**config.mk**
```make
export PLATFORM = sky130hd
export DESIGN_NAME = fac_pipe
export DESIGN_NICKNAME = d
export VERILOG_FILES = /design/src/rtl/fac_pipe.sv
export SDC_FILE = /design/constraint.sdc
export NUM_CORES = 1
export LEC_CHECK = 0
export CORE_MARGIN = 5
export CORE_UTILIZATION = 40
export DETAILED_ROUTE_END_ITERATION = 8
export PLACE_DENSITY = 0.62
export SLEW_MARGIN = 20
export SYNTH_ARGS = -nofsm -noshare
export SYNTH_HDL_FRONTEND = slang
export SYNTH_SLANG_ARGS = --single-unit
```
**constraint.sdc**
```tcl
create_clock -name clk -period 3.2 [get_ports clk]
set_clock_uncertainty 0.1 [all_clocks]
set_input_delay 0.48 -clock clk [delete_from_list [all_inputs] [get_ports clk]]
set_output_delay 0.48 -clock clk [all_outputs]
set_load 0.01 [all_outputs]
```
**src/rtl/fac_pipe.sv**
```systemverilog
// Shared-factor expander for the masked Canright S-box: per-share GF(2^4)
// factor sums, registered through a 2-entry valid/ready buffer.
module fac_pipe #(
    parameter int SHARES = 2,
    parameter bit WIDE   = 1'b0,
    localparam int IW    = WIDE ? 8 : 4,
    localparam int OW    = WIDE ? 27 : 9
) (
    input  logic                 clk,
    input  logic                 rst_n,
    input  logic                 clr,
    input  logic                 in_valid,
    output logic                 in_ready,
    input  logic [SHARES*IW-1:0] in_data,
    output logic                 out_valid,
    input  logic                 out_ready,
    output logic [SHARES*OW-1:0] out_data,
    output logic [1:0]           count
);

    function automatic logic [8:0] nibFactor(input logic [3:0] n);
        logic [1:0] s;
        s = n[3:2] ^ n[1:0];
        return {s[1] ^ s[0], s, n[3] ^ n[2], n[3:2], n[1] ^ n[0], n[1:0]};
    endfunction

    logic [SHARES*OW-1:0] word;

    // Each share is expanded on its own; no bits cross share boundaries.
    for (genvar k = 0; k < SHARES; k++) begin : g_share
        if (WIDE) begin : g_wide
            logic [7:0] b;
            assign b = in_data[k*IW +: 8];
            assign word[k*OW +: OW] = {nibFactor(b[7:4] ^ b[3:0]),
                                       nibFactor(b[7:4]),
                                       nibFactor(b[3:0])};
        end else begin : g_narrow
            assign word[k*OW +: OW] = nibFactor(in_data[k*IW +: 4]);
        end
    end

    logic [SHARES*OW-1:0] mem_q [2];
    logic [SHARES*OW-1:0] data_q, data_d;
    logic                 wrPtr_q, wrPtr_d;
    logic                 rdPtr_q, rdPtr_d;
    logic [1:0]           count_q, count_d;
    logic                 push, pop;

    assign in_ready  = !clr && (count_q != 2'd2);
    assign out_valid = (count_q != 2'd0);
    assign out_data  = data_q;
    assign count     = count_q;
    assign push      = in_valid && in_ready;
    assign pop       = out_valid && out_ready && !clr;

    // The head is kept in its own register so it holds its last value once
    // the buffer drains instead of showing a stale slot.
    always_comb begin
        count_d = count_q;
        rdPtr_d = rdPtr_q ^ pop;
        wrPtr_d = wrPtr_q ^ push;
        data_d  = data_q;
        case ({push, pop})
            2'b10:   count_d = count_q + 2'd1;
            2'b01:   count_d = count_q - 2'd1;
            default: count_d = count_q;
        endcase
        if (clr) begin
            count_d = 2'd0;
            rdPtr_d = 1'b0;
            wrPtr_d = 1'b0;
        end else if (count_d != 2'd0) begin
            data_d = (push && (wrPtr_q == rdPtr_d)) ? word : mem_q[rdPtr_d];
        end
    end

    always_ff @(posedge clk or negedge rst_n) begin
        if (!rst_n) begin
            mem_q[0] <= '0;
            mem_q[1] <= '0;
            data_q   <= '0;
            wrPtr_q  <= 1'b0;
            rdPtr_q  <= 1'b0;
            count_q  <= 2'd0;
        end else begin
            if (push) begin
                mem_q[wrPtr_q] <= word;
            end
            data_q  <= data_d;
            wrPtr_q <= wrPtr_d;
            rdPtr_q <= rdPtr_d;
            count_q <= count_d;
        end
    end

endmodule

```
==> results.py <==
metrics = {
    "run_status": {
        "status": "finished, final reports clean",
    },
    "routing": {
        "drtAntennaViolNets": 0,
        "drc": 0,
        "vias": 2096,
        "wire_per_inst_um": 15.7,
        "firstDrtPassIters": 4,
        "via_per_inst": 5.40,
        "drt_iter0_markers": 75,
        "wirelength_um": 6090,
    },
    "worst_setup_path": {
        "endpoint_kind": "register",
        "crit_arrival_ns": 2.77,
        "reg2reg_depth": 10,
        "reg2reg_slack_ns": 0.61,
        "endpoint": "out_data[8]$_DFFE_PN0P_",
        "path_class": "in2reg",
        "r2r-end": "out_data[8]$_DFFE_PN0P_",
        "crit_path_max_fanout": 28,
        "r2r_start": "count[0]$_DFF_PN0_",
        "cp-startpoint": "clr",
        "crit_required_ns": 3.33,
        "startpoint_type": "input port",
    },
    "placed_design": {
        "dp_cells": 371,
        "io_buffers": 34,
        "gp_congestion": 0.721,
        "hpwl_um": 4140,
    },
    "logic_synthesis": {
        "synth_area_leaders": "dfrtp_1, mux2_2, a21oi_1",
        "synth_edf_count": 0,
        "ys_ff_latch": 58,
        "syn_inst": 260,
        "ys_async_sr_fraction": 1.00,
        "ys_types": 37,
        "ys_seq_area_frac": 0.523,
        "netlist_area_um2": 2770,
        "synth_top_area_cell": "dfrtp_1",
        "synth_fp_nets": 276,
        "ys_warn_count": 0,
        "synth.avg_cell_area_um2": 10.7,
        "synth_top_area_frac": 0.523,
        "synth_commonest_cells": "dfrtp_1, nor2_1, a21oi_1",
        "synth-main-ff-cell": "dfrtp_1",
        "synth_most_common_cell": "dfrtp_1",
    },
    "floorplanning": {
        "start_util": 0.410,
        "core_area_um2": 6760,
        "io_pins": 35,
        "die_w_um": 93.3,
        "rows": 30,
        "die_h_um": 93.3,
        "dieArea_um2": 8700,
    },
    "cells_and_area": {
        "finalNetCount": 319,
        "drive_gt1_frac": 0.188,
        "utilization": 0.507,
        "seq_area_um2": 1450,
        "layoutNonFillerInstCount": 388,
        "antennaDiodeCount": 0,
        "area_delta_synth_final_pct": 23.5,
        "multi_input_area_um2": 1220,
        "fillers": 629,
    },
    "timing": {
        "rsz0062_at_grt": "false",
        "setup_violations": 0,
        "holdWs_ns": 0.390,
        "fmax_mhz": 378,
        "slew_violations": 0,
        "worst_slew_pin_slew_ns": 0.696,
        "hold_viol": 0,
        "fin_tns_setup_ns": 0,
        "fin_crit_ns": 2.64,
        "period_share": 0.826,
        "slew_headroom": 0.535,
    },
    "power": {
        "pwr_density_cell_nw_per_um2": 780,
        "leakage_uw": 0.00141,
        "peakVddDrop_mv": 0.375,
    },
    "global_routing": {
        "grt_pass1_wl_um": 10800,
        "overflow": 0,
        "grt_usage": 0.160,
        "antenna_found_initial": 0,
        "first_global_vias": 2102,
        "grt_start_max_net_pins": 29,
    },
    "cts": {
        "cts_resized": 0,
        "path_clk_slew_ns": 0.07,
        "cts_root_buffer": "clkbuf_8",
        "htree_levels": 3,
        "cts_made_buffers": 9,
        "cts_tree": "built",
        "clock_sinks": 58,
        "clockBufferDepth": 2,
        "clkLatencyLatePin_ns": 0.33,
        "post_cts.repair.setup_buffers": 0,
    },
    "min_path": {
        "min_path_type": "reg2reg",
    },
    "flow_run": {
        "drv_cap": 0,
    },
}
==> worst min path at each step <==
stage / from / slack, ns / cells past startpoint / endpoint
after floorplan: rst_n / 0.08 / 0 / count[0]$_DFF_PN0_
after global placement: rst_n / 0.34 / 1 / mem_q[28]$_DFFE_PN0P_
after CTS: out_data[5]$_DFFE_PN0P_ / 0.40 / 2 / out_data[5]$_DFFE_PN0P_
after global routing: out_data[5]$_DFFE_PN0P_ / 0.41 / 2 / out_data[5]$_DFFE_PN0P_
final: out_data[5]$_DFFE_PN0P_ / 0.39 / 2 / out_data[5]$_DFFE_PN0P_
after detailed placement: rst_n / 0.34 / 1 / mem_q[28]$_DFFE_PN0P_
==> kinds of logic after synthesis <==
| kind of cell | count (synthesis) | share of synthesized area |
|---|---|---|
| simple gates | 75 | 0.137 |
| compound gates | 73 | 0.180 |
| flops | 58 | 0.523 |
| buf+inv | 22 | 0.0397 |
| mux | 16 | 0.0650 |
| xor+xnor | 13 | 0.0411 |
| fa+ha+maj | 3 | 0.0135 |
==> per-layer routing <==
layer | vias to the layer above | global-route usage | part of all wire
li1 | 1026 | - | -
met1 | 1021 | 0.215 | 0.48
met2 | 41 | 0.246 | 0.48
met3 | 8 | 0.0265 | 0.032
met4 | 0 | 0.0842 | 0.016
met5 | - | 0 | 0
==> what timing repair did <==
item	4_1_cts	5_1_grt
endpoints found under the hold margin	17	0
setup endpoints to repair	0	0
hold buffers	1	0
==> critical path, stage by stage <==
cell and delay [ns]:
clkdlybuf4s50_1 0.57, nand2b_4 0.18, nor2_1 0.04, ha_1 0.31, buf_4 0.16, nor4_2 0.36
or3_1 0.17, buf_4 0.29, nand2_1 0.12, o311ai_2 0.08
==> area by class of cell <==
class | instances | area share
Clock buffer | 10 | 0.0373
Clock inverter | 6 | 0.0168
Inverter | 5 | 0.00548
Multi-Input combinational cell | 180 | 0.356
Sequential cell | 58 | 0.424
Tap cell | 80 | 0.0292
Timing Repair Buffer | 49 | 0.132
==> layout by cell type (no fill, tap or decap), types with 2 or more instances in the layout <==
cell type        instances
a21oi_1                 22
o21ai_0                  9
inv_2                    2
clkinv_2                 4
ha_1                     3
xnor2_1                 11
xor2_1                   2
dfrtp_1                 58
and3_1                   8
a21oi_2                  2
mux2_2                  16
o2111ai_1               10
o311ai_1                 8
nor2_1                  25
nand2_1                 20
clkbuf_8                 9
clkdlybuf4s50_1         33
buf_4                   14
or3_1                   13
a211oi_1                 8
inv_1                    3
o311ai_2                 2
o21ai_1                  9
==> registers in the layout (all words and copies together), names as in the netlist <==
signal	flops
count	2
out_data	18
rdPtr_q	1
mem_q	36
wrPtr_q	1
==> power breakdown <==
part | switching [uW] | internal (uW) | total (uW)
sequential | 143 | 1000 | 1150
clock | 298 | 354 | 652
combinational | 398 | 476 | 874
total | 839 | 1830 | 2670
==> stage by stage <==
stage	worst slack [ns]	total power (uW)	area, um2
2_1_floorplan	0.697	1640	2770
3_3_place_gp	-0.0134	2020	3220
3_5_place_dp	-0.0690	2040	3220
4_1_cts	0.261	2700	3420
5_1_grt	0.328	2860	3420
6_report	0.557	2670	3420
(Power assumes the default switching activity.)
